<file path="src/rtl/hd_beat_gen.sv">
// Beat/phase timing generator for the hardwired controller.
// Produces one-hot beats W[3:1] and phases T1..T3, owns run/halt state and
// counts completed instruction cycles. All outputs come straight from flops.
module hd_beat_gen #(
  parameter int unsigned PH_LEN = 1,  // clocks per phase, 1..15
  parameter int unsigned CNT_W  = 16  // completed-cycle counter width
) (
  input  logic             CLK,
  input  logic             CLR,
  input  logic             START,
  input  logic             DP,
  input  logic             SHORT,
  input  logic             LONG,
  input  logic             STOP,
  output logic [2:0]       W,
  output logic [2:0]       T,
  output logic             RUN,
  output logic             BEAT_END,
  output logic [CNT_W-1:0] CYC_CNT
);

  localparam logic [3:0] PhLast = 4'(PH_LEN - 1);

  typedef enum logic {StHalt, StRun} state_e;

  state_e           state_q, state_d;
  logic [2:0]       w_q, w_d;
  logic [2:0]       t_q, t_d;
  logic [3:0]       ph_q, ph_d;
  logic [CNT_W-1:0] cnt_q, cnt_d;
  logic             be_q, be_d;

  // Synchroniser stages; third stage holds the previous value for edge detect.
  logic sync1_q, sync2_q, sync3_q;
  logic start_pulse;

  // START synchroniser and edge history; resets high so a held START never fires.
  always_ff @(posedge CLK or posedge CLR) begin
    if (CLR) begin
      sync1_q <= 1'b1;
      sync2_q <= 1'b1;
      sync3_q <= 1'b1;
    end else begin
      sync1_q <= START;
      sync2_q <= sync1_q;
      sync3_q <= sync2_q;
    end
  end

  assign start_pulse = sync2_q & ~sync3_q;

  // State register and registered datapath.
  always_ff @(posedge CLK or posedge CLR) begin
    if (CLR) begin
      state_q <= StHalt;
      w_q     <= 3'b001;
      t_q     <= 3'b000;
      ph_q    <= 4'd0;
      cnt_q   <= '0;
      be_q    <= 1'b0;
    end else begin
      state_q <= state_d;
      w_q     <= w_d;
      t_q     <= t_d;
      ph_q    <= ph_d;
      cnt_q   <= cnt_d;
      be_q    <= be_d;
    end
  end

  // Next-state: phase sequencing, beat selection at beat end, halt handling.
  always_comb begin
    state_d = state_q;
    w_d     = w_q;
    t_d     = t_q;
    ph_d    = ph_q;
    cnt_d   = cnt_q;
    unique case (state_q)
      StHalt: begin
        if (start_pulse) begin
          // Resume at T1 of whatever beat was already selected.
          state_d = StRun;
          t_d     = 3'b001;
          ph_d    = 4'd0;
        end
      end
      StRun: begin
        if (ph_q != PhLast) begin
          ph_d = ph_q + 4'd1;
        end else begin
          ph_d = 4'd0;
          if (t_q == 3'b100) begin
            // Beat end: requests are only looked at on this edge.
            case (w_q)
              3'b001:  w_d = SHORT ? 3'b001 : 3'b010;
              3'b010:  w_d = LONG ? 3'b100 : 3'b001;
              default: w_d = 3'b001;
            endcase
            if (w_d == 3'b001) begin
              cnt_d = cnt_q + CNT_W'(1);
            end
            if (STOP || DP) begin
              state_d = StHalt;
              t_d     = 3'b000;
            end else begin
              t_d = 3'b001;
            end
          end else begin
            t_d = {t_q[1:0], 1'b0};
          end
        end
      end
      default: begin
        state_d = StHalt;
      end
    endcase
    // Registered pulse lands on the last clock of T3.
    be_d = (state_d == StRun) && (t_d == 3'b100) && (ph_d == PhLast);
  end

  // Outputs are pure register taps.
  always_comb begin
    W        = w_q;
    T        = t_q;
    RUN      = (state_q == StRun);
    BEAT_END = be_q;
    CYC_CNT  = cnt_q;
  end

endmodule

</file>
<file path="config.mk">
export PLATFORM = sky130hd
export DESIGN_NAME = hd_beat_gen
export DESIGN_NICKNAME = d
export VERILOG_FILES = /design/src/rtl/hd_beat_gen.sv
export SDC_FILE = /design/constraint.sdc
export NUM_CORES = 1
export LEC_CHECK = 0
export BUFFER_PORTS_ARGS = -buffer_cell sky130_fd_sc_hd__clkbuf_2
export CAP_MARGIN = 25
export CORE_MARGIN = 2
export CORE_UTILIZATION = 50
export CTS_BUF_LIST = sky130_fd_sc_hd__clkbuf_8
export DETAILED_ROUTE_END_ITERATION = 12
export GPL_TIMING_DRIVEN = 1
export PLACE_DENSITY = 0.77
export SLEW_MARGIN = 20
export SYNTH_ARGS = -nofsm -noshare
export SYNTH_HDL_FRONTEND = slang
export SYNTH_SLANG_ARGS = --single-unit
</file>
<file path="constraint.sdc">
create_clock -name CLK -period 1.75 [get_ports CLK]
set_input_delay 0.175 -clock CLK [delete_from_list [all_inputs] [get_ports CLK]]
set_output_delay 0.175 -clock CLK [all_outputs]
set_load 0.01 [all_outputs]
</file>
==> impl_metrics.json <==
{
  "port_buffers": 30,
  "power_frac_seq": 0.519,
  "switching_share": 0.284,
  "dr_total_vias": 1162,
  "p_total_mw": 1.67,
  "initial_core_util": 0.534,
  "place_congestion": 0.773,
  "period_share": 0.991,
  "cts_tree": "done",
  "dr.pass1.iters": 4,
  "grt.total_usage": 0.188,
  "grt_max_degree": 32,
  "min_period_ns": 1.73,
  "leakage_nw": 0.991,
  "grt-ovfl-total": 0,
  "synth_top_family_by_area": "simple AND/OR/NAND/NOR gates",
  "min_path_type": "in -> reg",
  "cts_buffers": 5,
  "r2r_slack_ns": 0.02,
  "place_area_sq_mm": 0.00174,
  "syn_inst": 134,
  "yosys-top-cells-count": "dfrtp_1, xor2_1, nand2_1",
  "finalSetupViolCount": 0,
  "reg2reg_depth": 5,
  "status": "finished clean",
  "hold_violations": 0,
  "comb_power_share": 0.163,
  "ios": 31,
  "maxCapViolCount": 0,
  "ys_ff_latch": 31,
  "rows": 19,
  "worst_setup_path_end_kind": "register",
  "async_flop_share": 1.00,
  "p_int_mw": 1.19,
  "fin_nets": 191,
  "synth_top_area_frac": 0.455,
  "dieArea_sq_mm": 0.00342,
  "wl_per_cell_microns": 14.3,
  "clockBufferDepth": 2,
  "layout-drive-gt1-share": 0.401,
  "wl_mm": 3.04,
  "maxSlewHeadroom": 0.633,
  "die_w_microns": 58.5,
  "antenna_left": 0,
  "dp.final_hpwl_mm": 2.11,
  "vdd_drop_max_v": 0.000901,
  "synthAdderAreaFrac": 0.0253,
  "whs_path_depth": 2,
  "start_kind": "register",
  "syn_area_sq_mm": 0.00149,
  "crit_type": "reg -> reg",
  "via_per_inst": 5.46,
  "drt_iter0_drc": 28,
  "fp.dieH_microns": 58.5,
  "h-tree-depth": 2,
  "clockRootBuffer": "clkbuf_8",
  "synthSimpleGateAreaFrac": 0.231,
  "synth_xor_area_frac": 0.0944,
  "synth.most_common_cell": "dfrtp_1",
  "antenna_cells": 0,
  "cp_max_fo": 4,
  "pwr-share-clk": 0.318,
  "grt_pass1_vias": 1111,
  "grt_pass1_wl_mm": 4.82,
  "required_ns": 1.92,
  "worstPathArrival_ns": 1.90,
  "synth_mux_area_frac": 0.0101,
  "tightestPinTransition_ns": 0.551,
  "clock_skew_ns": 0.00656,
  "switchingPower_uw": 474,
  "synthesis.nets": 144,
  "synth_compound_area_frac": 0.0767,
  "synth-seq-area-share": 0.526,
  "synth-edff-count": 0,
  "power.density_mw_per_mm2": 840,
  "syn_area_per_cell_sq_um": 11.1,
  "antenna_found_initial": 0,
  "clock.fmax_mhz": 577,
  "synth-main-ff-cell": "dfrtp_1",
  "clk_pin_slew_worst_paths_ns": 0.06,
  "areaGrowthSynthToFinish_pct": 33.5,
  "final_area_sq_mm": 0.00198,
  "synth_top_cell_by_area": "dfrtp_1",
  "ys_types": 37,
  "ys.warnings.count": 0,
  "ys_top_cells_by_area": "dfrtp_1, dfstp_2, xor2_1",
  "maxSlewViolCount": 0,
  "core_sq_mm": 0.00278,
  "clock_latency_ns": 0.28,
  "drc_errors": 0,
  "rsz0062_at_grt": "yes",
  "cts_sinks": 31
}
==> through the flow <==
step / setup TNS, ns / util / setup WS, ns / hold WS, ns / cells
after CTS: 0 / 0.679 / 0.00926 / 0.103 / 211
after detailed placement: -0.311 / 0.627 / -0.0545 / 0.255 / 201
after global routing: -0.322 / 0.713 / -0.0797 / 0.104 / 213
final: 0 / 0.713 / 0.0159 / 0.117 / 213
after floorplan: 0 / - / 0.0112 / 0.179 / 134
after global placement: -0.00281 / 0.627 / -0.00281 / 0.246 / 201
==> flip-flops by register name (all words and copies together), names as in the netlist <==
signal	flops
BEAT_END	1
sync1_q	1
W	3
sync3_q	1
T	3
ph_q	4
sync2_q	1
CYC_CNT	16
RUN	1
==> power by group through the flow <==
stage               logic [mW]  clock network [mW]  registers [mW]
floorplan                0.116                   0           0.889
global placement         0.241                   0           0.867
detailed placement       0.250                   0           0.876
CTS                      0.258               0.548           0.863
global route             0.295               0.582           0.878
finish                   0.271               0.531           0.865
==> worst paths after layout <==
check | startpoint | to
setup / recovery | ph_q[1] | BEAT_END
hold / removal | STOP | T[0]
setup reg to reg | ph_q[1] | BEAT_END
hold reg to reg | sync1_q | sync2_q
max in group asynchronous | CLR | sync3_q
min in group asynchronous | CLR | CYC_CNT[11]
==> cell families after synthesis <==
logic type,Yosys count
simple gates,55
flops,31
xor+xnor,16
compound gates,15
buf+inv,13
fa+ha+maj,3
mux,1
==> worst max-delay path, stage by stage, from the launching register on <==
cell and delay, ns:
dfrtp_1 0.41, ha_2 0.21, or4bb_1 0.49, nand3_1 0.10, nand4b_1 0.12, a2111oi_2 0.30
==> cell usage in the layout, fill, tap and decap left out, types with 2 or more instances in the layout <==
master	n
xor2_1	12
clkbuf_8	5
o21ai_0	2
nand2_1	9
nor3_1	4
a21oi_1	3
a21o_1	2
nor2_1	8
nor3b_4	2
inv_1	10
or4bb_1	2
buf_6	2
nor4_4	2
and4_1	2
ha_2	2
dlygate4sd3_1	2
buf_4	8
a22o_1	3
nand3_1	6
nor3b_2	2
nor3_2	4
and3_1	2
dfstp_2	4
xnor2_1	4
dfrtp_1	27
clkbuf_2	30
==> layout make-up <==
cell class | count | area (sq um)
Sequential cell | 31 | 781
Fill cell | 195 | 798
Timing Repair Buffer | 44 | 278
Multi-Input combinational cell | 90 | 767
Inverter | 9 | 33.8
Clock buffer | 5 | 68.8
Tap cell | 31 | 38.8
Clock inverter | 3 | 16.3
==> routing by layer <==
layer | GRT usage | share of wire
met1 | 0.239 | 0.42
met2 | 0.313 | 0.52
met3 | 0.0462 | 0.049
met4 | 0.0698 | 0.012
met5 | 0 | 0
==> timing repair <==
item / CTS / global route
buffers inserted: 0 / 1
gates cloned: 0 / 1
hold buffers: 2 / 0
gates resized for setup: 7 / 15
endpoints found under the hold margin: 28 / 0
endpoints found under the setup margin: 17 / 18
pin swaps: 3 / 2
No activity file was read; power rests on OpenSTA's default activity.
